<file path="src/rtl/pipe_pkg.sv">
// Shared types for the pipeline hazard unit.
// FSM states, forwarding selects and the stall/flush bundle.
package pipe_pkg;

  typedef enum logic [1:0] {
    RUN     = 2'b00,
    MEMWAIT = 2'b01,
    TIMEOUT = 2'b10
  } hz_state_t;

  localparam logic [1:0] FWD_REG = 2'b00;
  localparam logic [1:0] FWD_MEM = 2'b10;
  localparam logic [1:0] FWD_WB  = 2'b01;

  typedef struct packed {
    logic stall_if;
    logic stall_id;
    logic stall_ex;
    logic stall_mem;
    logic flush_id;
    logic flush_ex;
  } hz_ctl_t;

  localparam hz_ctl_t CTL_NONE  = hz_ctl_t'(6'b000000);
  localparam hz_ctl_t CTL_HOLD  = hz_ctl_t'(6'b111100);
  localparam hz_ctl_t CTL_REDIR = hz_ctl_t'(6'b000011);
  localparam hz_ctl_t CTL_LDUSE = hz_ctl_t'(6'b110001);

  // r0 is hardwired zero: it never produces a hit.
  function automatic logic reg_hit(
    input logic [4:0] dst,
    input logic       en,
    input logic [4:0] src
  );
    return en && (dst != 5'd0) && (dst == src);
  endfunction

endpackage

</file>
<file path="src/rtl/pipe_fwdunit.sv">
// EX operand forwarding select for one source register.
// MEM result wins over WB result; register 0 never forwards.
module pipe_fwdunit
  import pipe_pkg::*;
(
  input  logic [4:0] ex_src,
  input  logic [4:0] mem_writereg,
  input  logic       mem_regwriteen,
  input  logic [4:0] wb_writereg,
  input  logic       wb_regwriteen,
  output logic [1:0] fwd
);

  logic mem_hit;
  logic wb_hit;

  assign mem_hit = reg_hit(mem_writereg, mem_regwriteen, ex_src);
  assign wb_hit  = reg_hit(wb_writereg, wb_regwriteen, ex_src);

  always_comb begin
    fwd = FWD_REG;
    if (mem_hit) begin
      fwd = FWD_MEM;
    end else if (wb_hit) begin
      fwd = FWD_WB;
    end
  end

endmodule

</file>
<file path="src/rtl/pipe_hazard.sv">
// Pipeline hazard unit: stalls, flushes, forwarding, memory-wait timeout.
// Define PIPE_HAZARD_PERF_EN to add stall_cnt/flush_cnt counters.
module pipe_hazard
  import pipe_pkg::*;
#(
  parameter int MEMWAIT_MAX = 255
) (
  input  logic        clk,
  input  logic        reset,
  input  logic [4:0]  id_rs,
  input  logic [4:0]  id_rt,
  input  logic [4:0]  ex_rs,
  input  logic [4:0]  ex_rt,
  input  logic [4:0]  ex_writereg,
  input  logic        ex_memtoreg,
  input  logic        ex_regwriteen,
  input  logic        ex_branchtaken,
  input  logic        ex_jump,
  input  logic [4:0]  mem_writereg,
  input  logic        mem_regwriteen,
  input  logic        mem_req,
  input  logic        mem_ready,
  input  logic [4:0]  wb_writereg,
  input  logic        wb_regwriteen,
  output logic        stall_if,
  output logic        stall_id,
  output logic        stall_ex,
  output logic        stall_mem,
  output logic        flush_id,
  output logic        flush_ex,
  output logic [1:0]  fwd_a,
  output logic [1:0]  fwd_b,
`ifdef PIPE_HAZARD_PERF_EN
  output logic [31:0] stall_cnt,
  output logic [31:0] flush_cnt,
`endif
  output logic        hz_err
);

  localparam logic [8:0] WAIT_LIMIT = 9'(MEMWAIT_MAX);

  hz_state_t  state;
  hz_state_t  state_nxt;
  logic [7:0] cnt;
  logic [7:0] cnt_nxt;
  logic [8:0] cnt_inc;
  logic       err_q;

  logic       mem_wait;
  logic       redirect;
  logic       load_use;
  hz_ctl_t    run_ctl;
  hz_ctl_t    ctl;

  assign mem_wait = mem_req & ~mem_ready;
  assign redirect = ex_branchtaken | ex_jump;
  assign load_use = ex_memtoreg &
                    (reg_hit(ex_writereg, ex_regwriteen, id_rs) |
                     reg_hit(ex_writereg, ex_regwriteen, id_rt));
  assign cnt_inc  = {1'b0, cnt} + 9'd1;

  // Outputs the pipeline gets whenever it is free to run.
  always_comb begin
    run_ctl = CTL_NONE;
    if (mem_wait) begin
      run_ctl = CTL_HOLD;
    end else if (redirect) begin
      run_ctl = CTL_REDIR;
    end else if (load_use) begin
      run_ctl = CTL_LDUSE;
    end
  end

  always_comb begin
    state_nxt = state;
    cnt_nxt   = cnt;
    ctl       = CTL_NONE;
    unique case (state)
      RUN: begin
        ctl = run_ctl;
        if (mem_wait) begin
          state_nxt = MEMWAIT;
          cnt_nxt   = 8'd1;
        end
      end
      MEMWAIT: begin
        if (mem_ready) begin
          ctl       = run_ctl;
          state_nxt = RUN;
          cnt_nxt   = 8'd0;
        end else begin
          ctl     = CTL_HOLD;
          cnt_nxt = cnt_inc[7:0];
          if (cnt_inc >= WAIT_LIMIT) begin
            state_nxt = TIMEOUT;
          end
        end
      end
      TIMEOUT: begin
        ctl = CTL_HOLD;
      end
      default: begin
        state_nxt = RUN;
        cnt_nxt   = 8'd0;
      end
    endcase
  end

  always_ff @(posedge clk or negedge reset) begin
    if (!reset) begin
      state <= RUN;
      cnt   <= 8'd0;
      err_q <= 1'b0;
    end else begin
      state <= state_nxt;
      cnt   <= cnt_nxt;
      err_q <= err_q | (state_nxt == TIMEOUT);
    end
  end

  assign stall_if  = ctl.stall_if;
  assign stall_id  = ctl.stall_id;
  assign stall_ex  = ctl.stall_ex;
  assign stall_mem = ctl.stall_mem;
  assign flush_id  = ctl.flush_id;
  assign flush_ex  = ctl.flush_ex;
  assign hz_err    = err_q;

  pipe_fwdunit u_fwd_a (
    .ex_src         (ex_rs),
    .mem_writereg   (mem_writereg),
    .mem_regwriteen (mem_regwriteen),
    .wb_writereg    (wb_writereg),
    .wb_regwriteen  (wb_regwriteen),
    .fwd            (fwd_a)
  );

  pipe_fwdunit u_fwd_b (
    .ex_src         (ex_rt),
    .mem_writereg   (mem_writereg),
    .mem_regwriteen (mem_regwriteen),
    .wb_writereg    (wb_writereg),
    .wb_regwriteen  (wb_regwriteen),
    .fwd            (fwd_b)
  );

`ifdef PIPE_HAZARD_PERF_EN
  always_ff @(posedge clk or negedge reset) begin
    if (!reset) begin
      stall_cnt <= 32'd0;
      flush_cnt <= 32'd0;
    end else begin
      stall_cnt <= stall_cnt + 32'(ctl.stall_if);
      flush_cnt <= flush_cnt + 32'(ctl.flush_ex);
    end
  end
`endif

endmodule

</file>
<file path="config.mk">
export PLATFORM = sky130hd
export DESIGN_NAME = pipe_hazard
export DESIGN_NICKNAME = d
export VERILOG_FILES = /design/src/rtl/pipe_pkg.sv /design/src/rtl/pipe_fwdunit.sv /design/src/rtl/pipe_hazard.sv
export SDC_FILE = /design/constraint.sdc
export NUM_CORES = 1
export LEC_CHECK = 0
export ABC_AREA = 1
export BUFFER_PORTS_ARGS = -buffer_cell sky130_fd_sc_hd__buf_2
export CORE_MARGIN = 5
export CORE_UTILIZATION = 45
export CTS_BUF_LIST = sky130_fd_sc_hd__clkbuf_2 sky130_fd_sc_hd__clkbuf_4 sky130_fd_sc_hd__clkbuf_8
export DETAILED_ROUTE_END_ITERATION = 6
export PLACE_DENSITY = 0.88
export SYNTH_ARGS = -nofsm -noshare
export SYNTH_HDL_FRONTEND = slang
export SYNTH_HIERARCHICAL = 1
export SYNTH_SLANG_ARGS = --single-unit
</file>
<file path="constraint.sdc">
create_clock -name clk -period 2.2 [get_ports clk]
set_input_delay 0.22 -clock clk [delete_from_list [all_inputs] [get_ports clk]]
set_output_delay 0.22 -clock clk [all_outputs]
set_load 0.01 [all_outputs]
</file>
**Word-level counts from Yosys, hierarchy flattened**

Cells that the tools add are included.

- Bits in latches: 0
- Bits in writable memories: 0
- Input port bits: 45
- Register bits after elaboration: 11
- Output and inout port bits: 11
- Memories: 0
- Bits in read-only memories: 0

- $add $sub $neg: 1
- Magnitude comparators: 1
- Multiplexer cells: 16
- Div/mod/pow operators: 0
- Shifts and indexed selects: 0
- $mul: 0
- Bitwise gates (word level): 7
- Eq/ne operators: 10
- Reductions and logical operators: 14

Operators by type and width:

| cell | number |
|---|---|
| 5-bit equality test | 6 |
| 6-bit 2-to-1 mux | 4 |
| 8-bit one-hot mux with 3 select lines | 1 |
| 6-bit one-hot mux with 3 select lines | 1 |
| 8-bit 2-to-1 mux | 2 |
| 5-bit nonzero test | 3 |
| 2-bit 2-to-1 mux | 5 |
| 8-bit by 1-bit adder with 9-bit output (second input constant) | 1 |
| 9-bit by 8-bit greater-or-equal comparator with 1-bit output (second input constant) | 1 |
| 1-bit logical AND | 9 |
| 2-bit one-hot mux with 3 select lines | 1 |
| 2-bit equality test (second input constant) | 2 |
| 1-bit OR | 3 |
| 1-bit AND | 2 |
| 2-bit by 1-bit equality test with 1-bit output (second input constant) | 1 |
| 2-bit logical NOT | 1 |
| 1-bit 2-to-1 mux | 2 |
| 2-bit != test (second input constant) | 1 |
| 1-bit NOT | 2 |
| 2-bit AND reduction | 1 |

**Depth between registers and ports, before layout**

- Word-level depth: 10
- Mapped depth: 11

**Modules after synthesis**

The synthesis kept the hierarchy.

By module, submodules not included:

| module | seq. area each (sq um) | area an instance (sq um) | cells an instance | times used |
|---|---|---|---|---|
| pipe_hazard | 275.3 | 837.1 | 115 | 1 |
| pipe_fwdunit | 0.0 | 221.5 | 51 | 2 |

**Worst setup path before layout**

No wires, ideal clock.

- Path kind: register to register
- From: register cnt[0]
- To: register err_q (netlist: hz_err)
- Clock period less this slack: 1397 ps
- Data required time: 2133 ps
- Arrival: 1330 ps
- Buffers on the path: 0
- Setup slack: 803 ps
- Stages on the path, launching flop included: 11
- Path through: dfrtp_1 -> ha_1 -> nand2_1 -> inv_1 -> nor2_2 -> nand3_1 -> nor2_1 -> nand3_2 -> nand2_2 -> nand2_2 -> nand3_2

- Longest elaborated chain between the ends: 7

Ends and longest elaborated chain:

| what | line | source |
|---|---|---|
| start, declared | pipe_hazard.sv:44 | `logic [7:0] cnt;` |
| start signal, assigned | pipe_hazard.sv:116 | `cnt <= cnt_nxt;` |
| 8-bit by 1-bit adder with 9-bit output | pipe_hazard.sv:60 | `assign cnt_inc = {1'b0, cnt} + 9'd1;` |
| 9-bit by 8-bit greater-or-equal comparator with 1-bit output | pipe_hazard.sv:94 | `if (cnt_inc >= WAIT_LIMIT) begin` |
| 2-bit 2-to-1 mux | pipe_hazard.sv:94 |  |
| 2-bit 2-to-1 mux | pipe_hazard.sv:87 | `if (mem_ready) begin` |
| 2-bit one-hot mux with 3 select lines | pipe_hazard.sv:78 | `unique case (state)` |
| 2-bit equality test | pipe_hazard.sv:117 | `err_q <= err_q \| (state_nxt == TIMEOUT);` |
| 1-bit OR | pipe_hazard.sv:117 |  |
| end signal, assigned | pipe_hazard.sv:117 |  |
| end, declared | pipe_hazard.sv:47 | `logic err_q;` |

Every way passes these cells.
A chain may end at the register's enable or synchronous reset.

**Worst setup path after layout**

Same ends and word-level chain as after synthesis.

==> results.txt <==
----------------------------------------------------
[Cells and area]
  NumNets Final ... 321
  Area used by multi-input combinational logic ... 821 sq um
  Cell area after layout ... 1600 sq um
  Filler cell count in the final layout ... 268
  Sequential Area ... 275 sq um
  Final instance count without filler cells ... 304
  Area grow syn2layout ... 25.3%
  Fraction of final layout cells sized beyond drive strength 1 ... 0.300
  Antenna Diode Count ... 0

[Place]
  Inst Count DP ... 299
  Port-buffer cells ... 55
  DPL Wire Length ... 2630 um
  Cell area after placement ... 1560 sq um
  Setup slack at placement ... 0.671 ns
  Global placer's final weighted congestion ... 0.861

[Global routing]
  Global-route wire length before repair ... 5520 um
  Pin count of the biggest net entering global routing ... 12
  Vias in the first global route ... 1400
  Total track usage ... 0.163
  Total gr overflow ... 0
  Antenna violations before repair ... 0

[Worst setup path]
  Crit end category ... flip-flop
  Data required time at the worst endpoint ... 2.42 ns
  Top fanout value on the critical path ... 6
  Setup crit start ... cnt[0]
  CP Cell Sequence ... ha_1 -> nand2_1 -> inv_1 -> nor2_2 -> nand3_1 -> nor2_1 -> nand3_2 -> nand2_2 -> nand2_2 -> nand3_2
  Start of the worst register-to-register path ... cnt[0]
  Buffer and inverter count on the worst path ... 1
  Critical Path Max Stage Delay ... 0.45 ns
  Delay-heaviest family, CP ... simple AND/OR/NAND/NOR gates
  Slowest cell on the critical path ... sky130_fd_sc_hd__dfrtp_1
  Kind of critical path ... reg2reg
  Worst Path Arrival ... 1.77 ns
  Worst setup SP type ... flip-flop

[Pwr]
  Total power per unit cell area ... 310 nW/um^2
  Peak VDD IR ... 383 uV
  Standby leakage power ... 0.955 nW

[Routing]
  Average via count per standard cell ... 4.97
  Via count ... 1512
  Post-route DRC violation count ... 0
  Antenna violation net count after detailed routing ... 0
  Violation count after the first detailed-route iteration ... 91
  Final wirelength ... 3120 um
  Routed wire length per instance ... 10.3 um
  Total iterations of the first detailed-routing run ... 4

[Clock tree]
  Clock tree from TritonCTS ... done
  H-tree depth ... 1
  Maximum count of clock buffers along a single path ... 2
  Buffers inserted by post-CTS timing repair ... 0
  # clock sinks ... 11
  Worst-skew pair later-pin latency ... 0.27 ns
  Clock buffer count from CTS ... 3
  Clk root buf ... sky130_fd_sc_hd__clkbuf_4
  Post-CTS sizing ... 0
  Clock transition at the registers of the reported paths ... 0.07 ns

[STA]
  Final setup fails ... 0
  Max Freq ... 0.645 GHz
  Transition time of the tightest slew-check pin ... 0.348 ns
  Number of max-slew violations in the final report ... 0
  Clock tree skew after final layout ... 0.00269 ns
  Total negative setup slack ... 0 ns
  Min setup slack post-route ... 0.649 ns
  Worst slew slack as a fraction of its limit ... 0.768
  Worst hold-check slack ... 0.340 ns
  Setup repair after global routing missed its margin ... false
  Final hold violation count ... 0
  Crit share post-route ... 0.705
  Shortest period the worst path allows ... 1.55 ns

[Synthesis]
  Synthesis-stage register bit count ... 11
  Cells after Synth ... 217
  Count of warnings emitted by yosys ... 6
  Syn_area_per_cell ... 5.90 sq um
  Netlist Area Pre-Place ... 1280 sq um
  Synth unique cells ... 24
  Sequential cell area fraction in the yosys report ... 0.215
  Synth Net Count ... 264

[Hold path]
  Path class of the lowest-slack min-delay path ... in2async

[Floorplanning]
  Die Outline Area ... 4010 sq um
  Initial Utilization ... 0.468
  Placeable Area ... 2730 sq um
  Vertical extent of the die ... 63.3 um
  Width of the die ... 63.3 um
  Top-level I/O count ... 56
  Site row count ... 19

[Run]
  Max Cap Violations ... 0

[Status]
  Status ... completed

----------------------------------------------------
cell usage after synthesis (all sizes together):
cell type,number,area (sq um)
o22ai,3,18.8
a21boi,2,15.0
ha,2,25.0
o21ai,12,63.8
buf,4,30.0
nor3,1,5.00
o211ai,1,7.51
dfrtp,11,275
a22o,1,8.76
nand2,67,269
xor2,7,61.3
inv,41,154
nor2,29,129
nand4,2,12.5
o21bai,1,7.51
nand3,21,115
a21oi,6,30.0
xnor2,6,52.6
stage by stage:
stage	util	power [W]
finish	0.587	0.000498
global placement	0.572	0.000344
CTS	0.587	0.000503
detailed placement	0.572	0.000347
floorplan	-	0.000278
global route	0.587	0.000541
worst register-to-register path: stages, from the launching register on:
cell,delay [ns]
sky130_fd_sc_hd__dfrtp_1,0.45
sky130_fd_sc_hd__ha_1,0.26
sky130_fd_sc_hd__nand2_1,0.08
sky130_fd_sc_hd__inv_1,0.08
sky130_fd_sc_hd__nor2_2,0.11
sky130_fd_sc_hd__nand3_1,0.07
sky130_fd_sc_hd__nor2_1,0.13
sky130_fd_sc_hd__nand3_2,0.09
sky130_fd_sc_hd__nand2_2,0.09
sky130_fd_sc_hd__nand2_2,0.07
sky130_fd_sc_hd__nand3_2,0.06
cell usage in the layout (no fill, tap or decap):
master,instances
sky130_fd_sc_hd__nand3_1,19
sky130_fd_sc_hd__nand2_2,7
sky130_fd_sc_hd__nor3_1,1
sky130_fd_sc_hd__ha_1,2
sky130_fd_sc_hd__o21ai_0,10
sky130_fd_sc_hd__o211ai_1,1
sky130_fd_sc_hd__dlygate4sd3_1,1
sky130_fd_sc_hd__o21ai_1,1
sky130_fd_sc_hd__nor2_2,8
sky130_fd_sc_hd__a22o_1,1
sky130_fd_sc_hd__nand2_1,60
sky130_fd_sc_hd__a21oi_1,6
sky130_fd_sc_hd__dfrtp_1,11
sky130_fd_sc_hd__clkbuf_4,4
sky130_fd_sc_hd__o21ai_2,1
sky130_fd_sc_hd__xnor2_1,6
sky130_fd_sc_hd__o22ai_1,3
sky130_fd_sc_hd__o21bai_1,1
sky130_fd_sc_hd__inv_1,36
sky130_fd_sc_hd__xor2_1,7
sky130_fd_sc_hd__inv_2,5
sky130_fd_sc_hd__nand4_1,2
sky130_fd_sc_hd__nand3_2,2
sky130_fd_sc_hd__a21boi_0,2
sky130_fd_sc_hd__nor2_1,21
sky130_fd_sc_hd__buf_2,55
cell type report:
class                      instances  share of cell area
inverter                          41              0.0959
clock buffer                       4              0.0187
sequential                        11               0.172
tap                               31              0.0242
timing repair buffer              56               0.178
multi-input combinational        161               0.512
what timing repair did:
| item | CTS | global route |
|---|---|---|
| setup endpoints to repair | 0 | 0 |
| endpoints found under the hold margin | 11 | 0 |
| hold buffers | 1 | 0 |
kinds of logic (layout without fill, tap and decap cells):
kind of cell | count (synthesis) | after routing | synth area share
adder cells (fa/ha/maj) | 2 | 2 | 0.0195
AO/OA/AOI/OAI | 26 | 26 | 0.118
AND/OR/NAND/NOR | 120 | 120 | 0.414
flip-flops | 11 | 11 | 0.215
XOR/XNOR | 13 | 13 | 0.0890
buffers and inverters | 45 | 101 | 0.144
report_power, final:
group	internal, W	total (W)	switching (W)	leakage (nW)
clock	0.0000827	0.000154	0.0000714	0.0184
sequential	0.000202	0.000202	0	0.117
combinational	0.0000656	0.000142	0.0000763	0.820
total	0.000350	0.000498	0.000148	0.955
state kept, by name, indices dropped and copies added (netlist names):
| signal | cells |
|---|---|
| hz_err | 1 |
| cnt | 8 |
| state | 2 |
per-layer routing:
layer,part of all wire,track usage,vias up
met5,0,0,-
met1,0.44,0.205,653
met4,0.014,0.0623,0
li1,-,-,784
met3,0.10,0.0409,5
met2,0.44,0.264,70
final timing paths:
path,end,slack (ns),cells after the start
min in group clk,state[0],0.38,5
hold reg to reg,hz_err,0.49,2
setup / recovery,hz_err,0.65,10
max in group asynchronous,cnt[3],1.66,2
hold / removal,cnt[2],0.34,2
setup reg to reg,hz_err,0.65,10
(Power assumes the default switching activity.)
